===== config.mk =====
export PLATFORM = sky130hd
export DESIGN_NAME = hack_ctrl_flat
export DESIGN_NICKNAME = d
export VERILOG_FILES = /design/src/rtl/hack_ctrl_pkg.sv /design/src/rtl/hack_ctrl_if.sv /design/src/rtl/hack_ctrl_jump_eval.sv /design/src/rtl/hack_ctrl.sv /design/src/flat_wrapper.sv
export SDC_FILE = /design/constraint.sdc
export NUM_CORES = 1
export LEC_CHECK = 0
export BUFFER_PORTS_ARGS = -buffer_cell sky130_fd_sc_hd__buf_2
export CORE_MARGIN = 5
export CORE_UTILIZATION = 43
export DETAILED_ROUTE_END_ITERATION = 6
export HOLD_SLACK_MARGIN = 0.02
export PLACE_DENSITY = 0.78
export SYNTH_ARGS = -nofsm -noshare
export SYNTH_HDL_FRONTEND = slang
export SYNTH_SLANG_ARGS = --single-unit

===== constraint.sdc =====
create_clock -name clk -period 1.5 [get_ports clk]
set_input_delay 0.075 -clock clk [delete_from_list [all_inputs] [get_ports clk]]
set_output_delay 0.075 -clock clk [all_outputs]
set_load 0.005 [all_outputs]

===== src/rtl/hack_ctrl_pkg.sv =====
// Purpose : shared types and Hack instruction field positions for the control sequencer.
// Latency : n/a (definitions only).
// Backpr. : n/a.
// Contents: state_e (2-bit FSM encoding), IR bit/field positions.
package hack_ctrl_pkg;

   typedef enum logic [1:0] {
      ST_FETCH  = 2'd0,
      ST_DECODE = 2'd1,
      ST_MEMRD  = 2'd2,
      ST_EXEC   = 2'd3
   } state_e;

   // Instruction field positions
   localparam int IS_C    = 15;  // 1 = C-instruction
   localparam int A_BIT   = 12;  // y operand from M instead of A
   localparam int COMP_HI = 11;  // comp = {zx,nx,zy,ny,f,no}
   localparam int COMP_LO = 6;
   localparam int DEST_A  = 5;   // dest bits d1..d3
   localparam int DEST_D  = 4;
   localparam int DEST_M  = 3;
   localparam int JUMP_HI = 2;   // jump bits j1..j3
   localparam int JUMP_LO = 0;

endpackage


===== src/rtl/hack_ctrl_if.sv =====
// Purpose : bundles the sequencer's memory handshakes, ALU flags and datapath strobes.
// Latency : n/a (wiring only).
// Backpr. : requests are held by the master until the matching ack.
// Ports   : master = control sequencer (drives requests/strobes), slave = datapath + memories.
interface hack_ctrl_if;

   logic        imem_req;
   logic        imem_ack;
   logic [15:0] instr;
   logic        dmem_rd_req;
   logic        dmem_wr_req;
   logic        dmem_ack;
   logic        zr;
   logic        nr;
   logic [5:0]  alu_ctl;
   logic        y_sel_m;
   logic        a_src_ir;
   logic        load_a;
   logic        load_d;
   logic        mdr_load;
   logic        pc_load;
   logic        pc_inc;
   logic [15:0] ir;
   logic        retire;

   modport master (
      output imem_req, dmem_rd_req, dmem_wr_req, alu_ctl, y_sel_m, a_src_ir,
             load_a, load_d, mdr_load, pc_load, pc_inc, ir, retire,
      input  imem_ack, instr, dmem_ack, zr, nr
   );

   modport slave (
      input  imem_req, dmem_rd_req, dmem_wr_req, alu_ctl, y_sel_m, a_src_ir,
             load_a, load_d, mdr_load, pc_load, pc_inc, ir, retire,
      output imem_ack, instr, dmem_ack, zr, nr
   );

endinterface


===== src/rtl/hack_ctrl_jump_eval.sv =====
// Purpose : evaluates the Hack jump condition from the jump bits and ALU flags.
// Latency : combinational, 0 cycles.
// Backpr. : none.
// Ports   : jmp[2:0] = {j1,j2,j3}, zr/nr = ALU flags, take = branch to A.
module jump_eval (
   input  logic [2:0] jmp,
   input  logic       zr,
   input  logic       nr,
   output logic       take
);

   // j1 = less than zero, j2 = equal to zero, j3 = greater than zero
   assign take = (jmp[2] & nr) | (jmp[1] & zr) | (jmp[0] & ~nr & ~zr);

endmodule


===== src/rtl/hack_ctrl.sv =====
// Purpose : multi-cycle FETCH/DECODE/MEMRD/EXEC control sequencer for the Hack CPU datapath.
// Latency : A-instr 2 cycles, C-instr 3 cycles, +1 for an M read, +1 per ack wait cycle.
// Backpr. : imem/dmem requests are held from state until ack; ack accepted in the request cycle.
// Ports   : clk, reset (sync, active-high, forces all outputs low); bus = hack_ctrl_if.master.
module hack_ctrl
   import hack_ctrl_pkg::*;
(
   input  logic         clk,
   input  logic         reset,
   hack_ctrl_if.master  bus
);

   state_e      state_q, state_d;
   logic [15:0] ir_q, ir_d;
   logic        take;
   logic        exec_done;

   logic        imem_req_c, dmem_rd_req_c, dmem_wr_req_c;
   logic [5:0]  alu_ctl_c;
   logic        y_sel_m_c, a_src_ir_c, load_a_c, load_d_c, mdr_load_c;
   logic        pc_load_c, pc_inc_c, retire_c;

   jump_eval u_jump_eval (
      .jmp  (ir_q[JUMP_HI:JUMP_LO]),
      .zr   (bus.zr),
      .nr   (bus.nr),
      .take (take)
   );

   // Without an M write the commit is immediate; with one it waits for the write ack.
   assign exec_done = (state_q == ST_EXEC) & (~ir_q[DEST_M] | bus.dmem_ack);

   // State register
   always_ff @(posedge clk) begin
      if (reset) begin
         state_q <= ST_FETCH;
         ir_q    <= '0;
      end else begin
         state_q <= state_d;
         ir_q    <= ir_d;
      end
   end

   // Next state
   always_comb begin
      state_d = state_q;
      ir_d    = ir_q;
      case (state_q)
         ST_FETCH: begin
            if (bus.imem_ack) begin
               ir_d    = bus.instr;
               state_d = ST_DECODE;
            end
         end
         ST_DECODE: begin
            if (!ir_q[IS_C])      state_d = ST_FETCH;
            else if (ir_q[A_BIT]) state_d = ST_MEMRD;
            else                  state_d = ST_EXEC;
         end
         ST_MEMRD: begin
            if (bus.dmem_ack) state_d = ST_EXEC;
         end
         ST_EXEC: begin
            if (exec_done) state_d = ST_FETCH;
         end
         default: state_d = ST_FETCH;
      endcase
   end

   // Outputs
   always_comb begin
      imem_req_c    = 1'b0;
      dmem_rd_req_c = 1'b0;
      dmem_wr_req_c = 1'b0;
      alu_ctl_c     = '0;
      y_sel_m_c     = 1'b0;
      a_src_ir_c    = 1'b0;
      load_a_c      = 1'b0;
      load_d_c      = 1'b0;
      mdr_load_c    = 1'b0;
      pc_load_c     = 1'b0;
      pc_inc_c      = 1'b0;
      retire_c      = 1'b0;
      case (state_q)
         ST_FETCH: imem_req_c = 1'b1;
         ST_DECODE: begin
            // A-instructions retire here; C-instructions are silent in decode.
            if (!ir_q[IS_C]) begin
               load_a_c   = 1'b1;
               a_src_ir_c = 1'b1;
               pc_inc_c   = 1'b1;
               retire_c   = 1'b1;
            end
         end
         ST_MEMRD: begin
            dmem_rd_req_c = 1'b1;
            mdr_load_c    = bus.dmem_ack;
         end
         ST_EXEC: begin
            // ALU controls held for the whole state so the write data stays stable.
            alu_ctl_c     = ir_q[COMP_HI:COMP_LO];
            y_sel_m_c     = ir_q[A_BIT];
            dmem_wr_req_c = ir_q[DEST_M];
            if (exec_done) begin
               load_a_c  = ir_q[DEST_A];
               load_d_c  = ir_q[DEST_D];
               retire_c  = 1'b1;
               pc_load_c = take;
               pc_inc_c  = ~take;
            end
         end
         default: ;
      endcase
   end

   // Reset forces every output low, including the same-cycle combinational strobes.
   assign bus.imem_req    = ~reset & imem_req_c;
   assign bus.dmem_rd_req = ~reset & dmem_rd_req_c;
   assign bus.dmem_wr_req = ~reset & dmem_wr_req_c;
   assign bus.alu_ctl     = {6{~reset}} & alu_ctl_c;
   assign bus.y_sel_m     = ~reset & y_sel_m_c;
   assign bus.a_src_ir    = ~reset & a_src_ir_c;
   assign bus.load_a      = ~reset & load_a_c;
   assign bus.load_d      = ~reset & load_d_c;
   assign bus.mdr_load    = ~reset & mdr_load_c;
   assign bus.pc_load     = ~reset & pc_load_c;
   assign bus.pc_inc      = ~reset & pc_inc_c;
   assign bus.retire      = ~reset & retire_c;
   assign bus.ir          = {16{~reset}} & ir_q;

endmodule


===== src/flat_wrapper.sv =====
// flat-port wrapper written by rule: the top's interface ports become plain ports
module hack_ctrl_flat import hack_ctrl_pkg::*;
  (clk, reset, bus_imem_req, bus_dmem_rd_req, bus_dmem_wr_req, bus_alu_ctl, bus_y_sel_m, bus_a_src_ir, bus_load_a, bus_load_d, bus_mdr_load, bus_pc_load, bus_pc_inc, bus_ir, bus_retire, bus_imem_ack, bus_instr, bus_dmem_ack, bus_zr, bus_nr);
  hack_ctrl_if bus_i ();
  input  logic clk;
  input  logic reset;
  output wire logic [$bits(bus_i.imem_req)-1:0] bus_imem_req;
  output wire logic [$bits(bus_i.dmem_rd_req)-1:0] bus_dmem_rd_req;
  output wire logic [$bits(bus_i.dmem_wr_req)-1:0] bus_dmem_wr_req;
  output wire logic [$bits(bus_i.alu_ctl)-1:0] bus_alu_ctl;
  output wire logic [$bits(bus_i.y_sel_m)-1:0] bus_y_sel_m;
  output wire logic [$bits(bus_i.a_src_ir)-1:0] bus_a_src_ir;
  output wire logic [$bits(bus_i.load_a)-1:0] bus_load_a;
  output wire logic [$bits(bus_i.load_d)-1:0] bus_load_d;
  output wire logic [$bits(bus_i.mdr_load)-1:0] bus_mdr_load;
  output wire logic [$bits(bus_i.pc_load)-1:0] bus_pc_load;
  output wire logic [$bits(bus_i.pc_inc)-1:0] bus_pc_inc;
  output wire logic [$bits(bus_i.ir)-1:0] bus_ir;
  output wire logic [$bits(bus_i.retire)-1:0] bus_retire;
  input wire logic [$bits(bus_i.imem_ack)-1:0] bus_imem_ack;
  input wire logic [$bits(bus_i.instr)-1:0] bus_instr;
  input wire logic [$bits(bus_i.dmem_ack)-1:0] bus_dmem_ack;
  input wire logic [$bits(bus_i.zr)-1:0] bus_zr;
  input wire logic [$bits(bus_i.nr)-1:0] bus_nr;
  assign bus_imem_req = bus_i.imem_req;
  assign bus_dmem_rd_req = bus_i.dmem_rd_req;
  assign bus_dmem_wr_req = bus_i.dmem_wr_req;
  assign bus_alu_ctl = bus_i.alu_ctl;
  assign bus_y_sel_m = bus_i.y_sel_m;
  assign bus_a_src_ir = bus_i.a_src_ir;
  assign bus_load_a = bus_i.load_a;
  assign bus_load_d = bus_i.load_d;
  assign bus_mdr_load = bus_i.mdr_load;
  assign bus_pc_load = bus_i.pc_load;
  assign bus_pc_inc = bus_i.pc_inc;
  assign bus_ir = bus_i.ir;
  assign bus_retire = bus_i.retire;
  assign bus_i.imem_ack = bus_imem_ack;
  assign bus_i.instr = bus_instr;
  assign bus_i.dmem_ack = bus_dmem_ack;
  assign bus_i.zr = bus_zr;
  assign bus_i.nr = bus_nr;
  hack_ctrl u_core (.clk(clk), .reset(reset), .bus(bus_i));
endmodule

==> results.md, run 1 <==
* Status: finished, final reports clean
* Antenna Cells at 0
* Hpwl dp at slightly above 2 mm
* CTS tree: yes
* Worst-path clk slew at 0.09 ns
* WL final at roughly 2.6 mm
* Vias in the first global route at between 1000 and 1500
* Clk_skew at between 0.0015 and 0.002 ns
* Vias after detailed routing at between 1000 and 1500
* Mapped Cells at 130
* Worst Slack Setup Final at ~0.11 ns
* H-tree depth at 1
* Worst r2r path cells at 3
* Buffers on Ports at between 50 and 60
* Startpoint types: flip-flop
* Sequential-to-total area share from yosys stat at roughly 37%
* Initial DRC Count at 16
* Worst R2R End: u_core.ir_q[2]
* Ys async rst share at 0%
* Placed Cells at just over 200
* Synthesis Warnings at 0
* Final hold violations at 0
* Worst path required time at 1.42 ns
* Power Dens Cells at around 730 nW/um2
* Setup TNS at 0 ns
* Post-Place Setup Slack at approximately 0.18 ns
* Primary FF master, synth: dfxtp_1
* Post-Syn Area at about 980 um2
* Clock Sinks at 18
* DRT Pass-1 Iters at 4
* Initial core utilization at ~45%
* Reg2reg setup slack at 0.17 ns
* Post-Syn Nets at 152
* P_leak at approximately 0.00066 uW
* Max Freq at 720.4 MHz
* Fin crit period at approximately 1.4 ns
* First-pass GRT wire length at around 4.3 mm
* Worst min path class: input port to flip-flop
* Area Overhead vs Synth at 35.17%
* Total CTS buffers at 3
* Max VDD drop at about 0.47 mV
* Layout Utilization at around three fifths
* Clock buffer depth at 2
* Slew headroom at 61.35%
* Post-route DRC violation count at 0
* Core Region at 2191 um2
* Final Max Slew Viols at 0
* CP Capture Type: primary output
* Die height at slightly below 60 um
* Die ar. at about 3300 um2
* Global Route Usage Sum at around 16%
* Nets at approximately 210
* ANT nets after route at 0
* Most frequent cells in the layout: buf_2, nand2_1, nor2b_1, a21oi_1, dfxtp_1
* Synth Register Bits at 18
* # fillers at 214
* Vias per cell at approximately 5
* Initial antenna violation count at 0
* FF-to-FF Start: u_core.state_q[0]
* Routability cong. at 0.7365
* IO Count at 55
* Post-route insts no fill at approximately 210
* Worst-Margin Slew at 0.5797 ns
* Root Driver: clkbuf_4
* Share of cells above drive strength 1 at 37.84%
* Row count at 17
* Largest net degree at the start of global routing at 17
* WHS Endpoint: u_core.ir_q[13]
* Worst-Skew Late Latency at around 0.28 ns
* CP Max Fanout at 3
* Wire per inst at 12.43 um
* Die W at roughly 58 um
* Final period util at between 90% and 100%
* Type of the worst setup path: flip-flop to primary output
* Cell depth of the worst hold path at 3
* Worst EP arrival at ~1.3 ns
* Syn Area/Cell at roughly 7.5 um2
* Number of synthesized flops with an enable pin at 0
* Most common cell after layout, fill and taps aside: buf_2
* Post-synth cell types at 25
* Setup violations, final at 0
* Grt total ovfl at 0
* Critical hold path startpoint: bus_instr[13]
* RSZ-0062 raised after global routing: no
* # Max-Cap Violations at 0
-- final cells by class --
class | count | area [um2] | area share, %
Timing Repair Buffer | 62 | 337.8 | 25.54
Tap cell | 28 | 35.03 | 2.649
Inverter | 2 | 7.507 | 0.5676
Sequential cell | 18 | 361.6 | 27.34
Clock buffer | 3 | 22.52 | 1.703
Multi-Input combinational cell | 100 | 558.0 | 42.19
-- sequential cells by signal, summed over array words and instances, names as in the netlist, named ones only --
register,cells
u_core.state_q,1
u_core.ir_q,16
-- cells in the mapped netlist, types with 2 or more instances --
cell type | n | area [um2]
clkbuf_1 | 2 | 7.510
buf_6 | 2 | 22.52
nor3b_1 | 2 | 15.01
nor3_1 | 2 | 10.01
nor2b_1 | 18 | 112.6
buf_2 | 5 | 25.02
nand2b_1 | 2 | 12.51
nor2_1 | 4 | 15.01
and2_1 | 9 | 56.30
a211oi_1 | 3 | 22.52
nand2_2 | 2 | 12.51
a21oi_1 | 17 | 85.08
dfxtp_1 | 18 | 360.4
nand2_1 | 32 | 120.1
inv_1 | 2 | 7.510
-- repair_timing --
item | CTS | global route
hold buffers | 0 | 3
endpoints found under the setup margin | 2 | 3
gates resized for setup | 1 | 4
hold endpoints to repair | 0 | 3
buffers inserted | 0 | 0
-- how the worst max path moves through the flow --
| stage | cells after the start | from | end |
|---|---|---|---|
| 5_1_grt | 4 | u_core.ir_q[0] | bus_pc_inc |
| 4_1_cts | 5 | u_core.state_q[0] | bus_pc_inc |
| 3_5_place_dp | 3 | u_core.state_q[0] | u_core.ir_q[6] |
| 2_1_floorplan | 6 | u_core.state_q[0] | u_core.ir_q[10] |
| 3_3_place_gp | 3 | u_core.state_q[0] | u_core.ir_q[7] |
| 6_report | 4 | u_core.ir_q[0] | bus_pc_inc |
-- where the power goes --
group	internal [uW]	switching [uW]	total, uW	leakage, uW
combinational	103	110	214	0.000495
sequential	511	26.8	538	0.000148
clock	93.0	125	218	0.0000138
total	707	262	970	0.000657
-- worst max-delay path, cell delays in order (launching register included) --
cell,delay (ns)
dfxtp_1,0.36
nor3b_1,0.26
a221oi_2,0.07
a31o_1,0.22
buf_2,0.13
-- metal layers --
layer  part of all wire (%)  routed length (um)  vias to the layer above  track usage, %
met5                      0                   0                        -               0
met4                    1.1                  29                        0           8.940
met3                    5.1                 136                        2           2.673
met2                     54                1435                       36           29.35
met1                     40                1046                      514           17.09
li1                       -                   -                      533               -
-- stage by stage --
stage	cell area, um2	total power (uW)	hold slack (ns)
6_report	1323	969.6	0.02420
5_1_grt	1323	1032	0.02202
4_1_cts	1275	970.8	0.02054
3_5_place_dp	1251	751.2	0.3231
3_3_place_gp	1251	742.7	0.3172
2_1_floorplan	978.4	679.7	0.2109
-- kinds of logic after synthesis --
group,share of synthesized area (%)
simple gates,40.54
flops,36.83
compound gates,14.71
buf+inv,7.928
Note: power is estimated with default switching activity, not from simulation.
==> inputs of run 2 (changes only) <==
Settings changed: SYNTH_HIERARCHICAL from default to 1.
==> results.md, run 2 <==
* Met1 Track Usage GR at 19.78% (was 17.09%)
* Routability cong. at 0.7274 (was 0.7365)
* Total CTS buffers at 3 (unchanged)
* Startpoint types: flip-flop (unchanged)
* Share of the synthesized area in the top cell type at 36.83% (unchanged)
* Max reg flops at 16 (unchanged)
* Status: finished, final reports clean (unchanged)
* Initial core utilization at 44.66% (unchanged)
* Non-Filler Cell Area, Final at 1465 um2 (was 1323 um2)
* Buffers on Ports at 54 (unchanged)
* Max VDD drop at 0.5901 mV (was 0.4660 mV)
* Critical hold path startpoint: bus_instr[11] (was bus_instr[13])
* Clk_skew at 0.0007824 ns (was 0.001541 ns)
* Wire per inst at 13.54 um (was 12.43 um)
* Power Dens Cells at 739.5 nW/um2 (was 733.2 nW/um2)
* DRT Pass-1 Iters at 4 (unchanged)
* Top reg by flops: u_core/ir_q (was u_core.ir_q)
* Initial DRC Count at 30 (was 16)
* Slew headroom at 61.56% (was 61.35%)
* Worst Setup SP: u_core/ir_q[0] (was u_core.ir_q[0])
* GR met2 Demand/Resource at 31.61% (was 29.35%)
* Post-Syn Nets at 152 (unchanged)
* Gr busiest metal: met2 (unchanged)
* Die ar. at 3329 um2 (unchanged)
* Final Max Slew Viols at 0 (unchanged)
* Worst min path class: input port to flip-flop (unchanged)
* Initial antenna violation count at 0 (unchanged)
* Number of synthesized flops with an enable pin at 0 (unchanged)
* Row count at 17 (unchanged)
* Mapped Cells at 130 (unchanged)
* Grt total ovfl at 0 (unchanged)
* Global Route Usage Sum at 17.59% (was 15.99%)
* Synth Register Bits at 18 (unchanged)
* ANT nets after route at 0 (unchanged)
* Die W at 57.70 um (unchanged)
* WL final at 3.073 mm (was 2.647 mm)
* Root Driver: clkbuf_4 (unchanged)
* Post-synth cell types at 26 (was 25)
* Met3 usage at 2.895% (was 2.673%)
* P_leak at 0.0007251 uW (was 0.0006571 uW)
* Core Region at 2191 um2 (unchanged)
* Fin crit period at 1.469 ns (was 1.388 ns)
* Max Freq at 680.5 MHz (was 720.4 MHz)
* Hold_ws at 0.02273 ns (was 0.02420 ns)
* Setup violations, final at 0 (unchanged)
* RSZ-0062 raised after global routing: yes (was no)
* Ys async rst share at 0% (unchanged)
* Antenna Cells at 0 (unchanged)
* H-tree depth at 1 (unchanged)
* Dominant cells by area after synthesis: dfxtp_1, nand2_1, nor2b_1, a21oi_1, and2_1 (unchanged)
* Largest net degree at the start of global routing at 23 (was 17)
* Worst-Margin Slew at 0.5766 ns (was 0.5797 ns)
* Area Overhead vs Synth at 49.74% (was 35.17%)
* Commonest cells in the netlist: nand2_1, dfxtp_1, nor2b_1 (unchanged)
* Top Registers: u_core/ir_q x16, u_core/state_q x1 (was u_core.ir_q x16, u_core.state_q x1)
* Die height at 57.70 um (unchanged)
* Clock Sinks at 18 (unchanged)
* # Max-Cap Violations at 0 (unchanged)
* Vias per cell at 4.916 (was 5.094)
* Placement Cell Area at 1259 um2 (was 1251 um2)
* Share of cells above drive strength 1 at 35.68% (was 37.84%)
* Most frequent cells in the layout: buf_2, nand2_1, nor2b_1, a21oi_1, dfxtp_1 (unchanged)
* Yosys top cell by area: dfxtp_1 (unchanged)
* CP Capture Type: primary output (unchanged)
* First-pass GRT wire length at 4.664 mm (was 4.278 mm)
* Most frequent cell after synthesis: nand2_1 (unchanged)
* Worst EP arrival at 1.39 ns (was 1.31 ns)
* Post-route DRC violation count at 0 (unchanged)
* Vias after detailed routing at 1116 (was 1085)
* Post-Syn Area at 978.4 um2 (unchanged)
* Worst path required time at 1.42 ns (about the same)
* Clock buffer depth at 2 (unchanged)
* Final hold violations at 0 (unchanged)
* Synthesis Warnings at 6 (was 0)
* Syn Area/Cell at 7.526 um2 (unchanged)
* Vias in the first global route at 1006 (was 1029)
* IO Count at 55 (unchanged)
* Worst-path clk slew at 0.10 ns (was 0.09 ns)
* Nets at 222 (was 209)
* CTS tree: yes (unchanged)
* Primary FF master, synth: dfxtp_1 (unchanged)
* Hpwl dp at 2.040 mm (was 2.038 mm)
* CP Max Fanout at 3 (unchanged)
* Worst-Skew Late Latency at 0.29 ns (was 0.28 ns)
* Sequential-to-total area share from yosys stat at 36.83% (unchanged)
* Most common cell after layout, fill and taps aside: buf_2 (unchanged)
* Type of the worst setup path: flip-flop to primary output (unchanged)
* Final period util at 97.97% (was 92.54%)
==> run 2: report_power, final <==
group          switching [uW]  internal [uW]  leakage [uW]  total, uW
registers                24.5            512      0.000149        536
logic                     124            123      0.000555        247
clock network             152            148     0.0000210        300
total                     300            783      0.000725       1080
==> run 2: cell type report <==
cell class	count	area, um2
clock buffer	4	36.28
fill	170	725.7
inverter	3	11.26
multi-input combinational	100	555.5
sequential	18	364.1
tap	28	35.03
timing repair buffer	74	462.9
==> run 2: path summary, 6_finish.rpt <==
kind / slack, ns / end / cells past startpoint
worst max-delay path: 0.03 / bus_pc_inc / 6
worst min-delay path: 0.02 / u_core/ir_q[11] / 3
worst max register to register: 0.10 / u_core/state_q[0] / 4
worst min register to register: 0.46 / u_core/ir_q[14] / 2
==> run 2: repair_timing <==
action | 4_1_cts | 5_1_grt
endpoints found under the hold margin | 13 | 1
resized for setup | 0 | 7
setup endpoints to repair | 1 | 12
hold buffers | 13 | 1
pin swaps | 1 | 1
setup buffers | 0 | 1
==> run 2: metrics by stage <==
| step | utilization [%] | total power [uW] | worst slack [ns] | std cells | TNS [ns] |
|---|---|---|---|---|---|
| 2_1_floorplan | - | 681.1 | 0.2155 | 130 | 0 |
| 3_3_place_gp | 57.45 | 743.9 | 0.2353 | 208 | 0 |
| 3_5_place_dp | 57.45 | 752.8 | 0.1892 | 208 | 0 |
| 4_1_cts | 65.05 | 1073 | 0.001822 | 225 | 0 |
| 5_1_grt | 66.88 | 1145 | -0.03158 | 227 | -0.08876 |
| 6_report | 66.88 | 1083 | 0.03052 | 227 | 0 |
==> run 2: kinds of logic (layout without fill, tap and decap cells) <==
logic type,after synthesis,count (layout),share of synthesized area (%)
AOI/OAI and AO/OA,25,25,14.58
buffers and inverters,12,81,7.545
DFF,18,18,36.83
and+or+nand+nor,75,75,41.05
==> run 2: critical path: stages, from the launching register on <==
cell and delay [ns]:
dfxtp_2 0.34, nor3b_2 0.15, a221o_1 0.27, inv_1 0.06, a31oi_1 0.07, nor2_1 0.09, buf_2 0.12
==> run 2: per-layer routing <==
metal | vias to the layer above | part of all wire, %
li1 | 561 | -
met1 | 512 | 37
met2 | 35 | 55
met3 | 8 | 5.7
met4 | 0 | 2.6
met5 | - | 0
==> inputs of run 3 (changes only) <==
Settings changed: ABC_AREA from default to 1, PLACE_DENSITY 0.78 to 0.79.
==> results.md, run 3 <==
* Cell depth of the worst hold path at 3 (unchanged)
* Layout Utilization at 58.54% (was 66.88%)
* Hpwl dp at 1.949 mm (was 2.040 mm)
* CP Capture Type: primary output (unchanged)
* Final period util at 92.34% (was 97.97%)
* Postcts setup bufs at 0 (unchanged)
* Startpoint types: flip-flop (unchanged)
* Global Route Usage Sum at 16.41% (was 17.59%)
* Slew headroom at 63.99% (was 61.56%)
* Worst-Skew Late Latency at 0.28 ns (was 0.29 ns)
* Initial antenna violation count at 0 (unchanged)
* Status: finished, final reports clean (unchanged)
* Internal at 744.9 uW (was 783.1 uW)
* P_leak at 0.0006880 uW (was 0.0007251 uW)
* Ys async rst share at 0% (unchanged)
* Vias after detailed routing at 1076 (was 1116)
* Antenna Cells at 0 (unchanged)
* Most frequent cells in the layout: buf_2, inv_1, nor2_1, a21oi_1, dfxtp_1 (was buf_2, nand2_1, nor2b_1, a21oi_1, dfxtp_1)
* Post-route DRC violation count at 0 (unchanged)
* WHS Endpoint: u_core/ir_q[10] (was u_core/ir_q[11])
* Most common cell after layout, fill and taps aside: buf_2 (unchanged)
* Worst-path clk slew at 0.09 ns (was 0.10 ns)
* DRT Pass-1 Iters at 5 (was 4)
* Worst EP arrival at 1.31 ns (was 1.39 ns)
* Number of synthesized flops with an enable pin at 0 (unchanged)
* Register area at 365.4 um2 (was 364.1 um2)
* IO Count at 55 (unchanged)
* # Max-Cap Violations at 0 (unchanged)
* FF-to-FF Start: u_core/state_q[0]
* First-pass GRT wire length at 4.360 mm (was 4.664 mm)
* Root Driver: clkbuf_4 (unchanged)
* CP Max Fanout at 6 (was 3)
* ANT nets after route at 0 (unchanged)
* Setup violations, final at 0 (unchanged)
* CTS tree: yes (unchanged)
* Share of cells above drive strength 1 at 37.24% (was 35.68%)
* Synth Register Bits at 18 (unchanged)
* Power Dens Cells at 861.8 nW/um2 (was 739.5 nW/um2)
* Total CTS buffers at 3 (unchanged)
* Grt total ovfl at 0 (unchanged)
* Syn Area/Cell at 6.618 um2 (was 7.526 um2)
* Wire per inst at 11.68 um (was 13.54 um)
* H-tree depth at 1 (unchanged)
* Type of the worst setup path: flip-flop to primary output (unchanged)
* Post-synth cell types at 19 (was 26)
* Clock power frac at 21.0% (was 27.7%)
* Fin crit period at 1.385 ns (was 1.469 ns)
* Primary FF master, synth: dfxtp_1 (unchanged)
* Worst R2R End: u_core/ir_q[3] (was u_core/state_q[0])
* Initial core utilization at 44.23% (was 44.66%)
* Vias in the first global route at 1058 (was 1006)
* Post-Syn Nets at 167 (was 152)
* Reg2reg setup slack at 0.19 ns (was 0.10 ns)
* RSZ-0062 raised after global routing: yes (unchanged)
* Max VDD drop at 0.4976 mV (was 0.5901 mV)
* Area Overhead vs Synth at 32.33% (was 49.74%)
* Yosys top cell by area: dfxtp_1 (unchanged)
* Mapped Cells at 145 (was 130)
* Max reg flops at 16 (unchanged)
* Routability cong. at 0.8357 (was 0.7274)
* Initial DRC Count at 23 (was 30)
* Worst Slack Setup Final at 0.1149 ns (was 0.03052 ns)
* Commonest cells in the netlist: inv_1, nor2_1, a21oi_1, dfxtp_1, nand2_1 (was nand2_1, dfxtp_1, nor2b_1)
* Clock Sinks at 18 (unchanged)
* # fillers at 212 (was 170)
* Area of the multi-input gates at 454.2 um2 (was 555.5 um2)
* Worst min path class: input port to flip-flop (unchanged)
* Nets at 220 (was 222)
* Synthesis Warnings at 6 (unchanged)
* Top reg by flops: u_core/ir_q (unchanged)
* Worst r2r path cells at 4 (unchanged)
* Worst path required time at 1.42 ns (about the same)
* Sequential-to-total area share from yosys stat at 37.55% (was 36.83%)
* Die ar. at 3276 um2 (was 3329 um2)
* Core Region at 2170 um2 (was 2191 um2)
* Worst-Margin Slew at 0.5383 ns (was 0.5766 ns)
* Row count at 17 (unchanged)
* Top Registers: u_core/ir_q x16, u_core/state_q x1 (unchanged)
* Buffers on Ports at 54 (unchanged)
* Final hold violations at 0 (unchanged)
* Largest net degree at the start of global routing at 33 (was 23)
* Die W at 57.24 um (was 57.70 um)
* Clock buffer depth at 2 (unchanged)
* Critical hold path startpoint: bus_instr[10] (was bus_instr[11])
* Part of the power in combinational logic at 27.8% (was 22.8%)
* Sequential share of power at 51.2% (was 49.5%)
* Share of the synthesized area in the top cell type at 37.55% (was 36.83%)
* Die height at 57.24 um (was 57.70 um)
* Post-Place Setup Slack at 0.2010 ns (was 0.1892 ns)
* Post-Syn Area at 959.7 um2 (was 978.4 um2)
* # hold bufs at CTS at 0 (was 13)
* Vias per cell at 4.804 (was 4.916)
* Net Sw Power at 349.6 uW (was 300.4 uW)
* Final Max Slew Viols at 0 (unchanged)
* Max Freq at 722.0 MHz (was 680.5 MHz)
* Net Sw Frac at 31.94% (was 27.73%)
* Dominant cells by area after synthesis: dfxtp_1, a21oi_1, inv_1, nor2_1, o21ai_1 (was dfxtp_1, nand2_1, nor2b_1, a21oi_1, and2_1)
* Clk_skew at 0.0006870 ns (was 0.0007824 ns)
* WL final at 2.616 mm (was 3.073 mm)
==> run 3: how the worst max path moves through the flow <==
stage	startpoint	slack, ns	to
floorplan	flip-flop	0.47	u_core/ir_q[0]
global placement	u_core/state_q[0]	0.25	u_core/ir_q[6]
detailed placement	u_core/state_q[0]	0.20	u_core/ir_q[5]
CTS	u_core/state_q[0]	0.04	bus_load_a
global route	u_core/state_q[0]	-0.02	bus_load_a
finish	u_core/state_q[0]	0.11	bus_load_a
==> run 3: final cells by class <==
class,count,share of cell area [%]
Inverter,25,8.473
Clock buffer,3,1.773
Timing Repair Buffer,56,22.46
Tap cell,28,2.759
Sequential cell,18,28.77
Multi-Input combinational cell,94,35.76
==> run 3: what timing repair did <==
action / 4_1_cts / 5_1_grt
resized for setup: 1 / 3
setup endpoints to repair: 2 / 10
gates cloned: 0 / 0
==> run 3: worst max-delay path, cell delays in order (launching register included) <==
cell and delay, ns:
dfxtp_4 0.40, inv_2 0.06, nor2_4 0.10, nand2_2 0.09, nand2_2 0.07, nand2_2 0.05
a21oi_1 0.12, buf_2 0.13
==> run 3: cell families after synthesis <==
group           share of synthesized area [%]
simple gates                            29.07
flops                                   37.55
compound gates                          17.73
buf+inv                                 15.65
==> run 3: layer usage <==
layer,GRT usage [%],part of all wire (%),up-vias
met1,19.02,39,472
li1,-,-,559
met5,0,0,-
met3,3.167,7.0,2
met4,6.291,0.46,0
met2,29.53,53,43
==> run 3: power by group through the flow <==
stage | Clock [uW] | Sequential, uW | Combinational (uW)
floorplan | 0 | 561 | 209
global placement | 0 | 567 | 288
detailed placement | 0 | 569 | 299
CTS | 245 | 558 | 300
global route | 266 | 569 | 347
finish | 230 | 560 | 304
==> run 3: metrics by stage <==
step                      instances  hold slack [ns]  setup TNS [ns]  total power (uW)  instance area (um2)
after CTS                       224          0.03969               0              1104                 1261
after detailed placement        221           0.3472               0             867.2                 1237
final                           224          0.05111               0              1095                 1270
after floorplan                 145           0.2452               0             770.6                959.7
after global routing            224          0.04181        -0.03277              1182                 1270
after global placement          221           0.3380               0             854.7                 1237
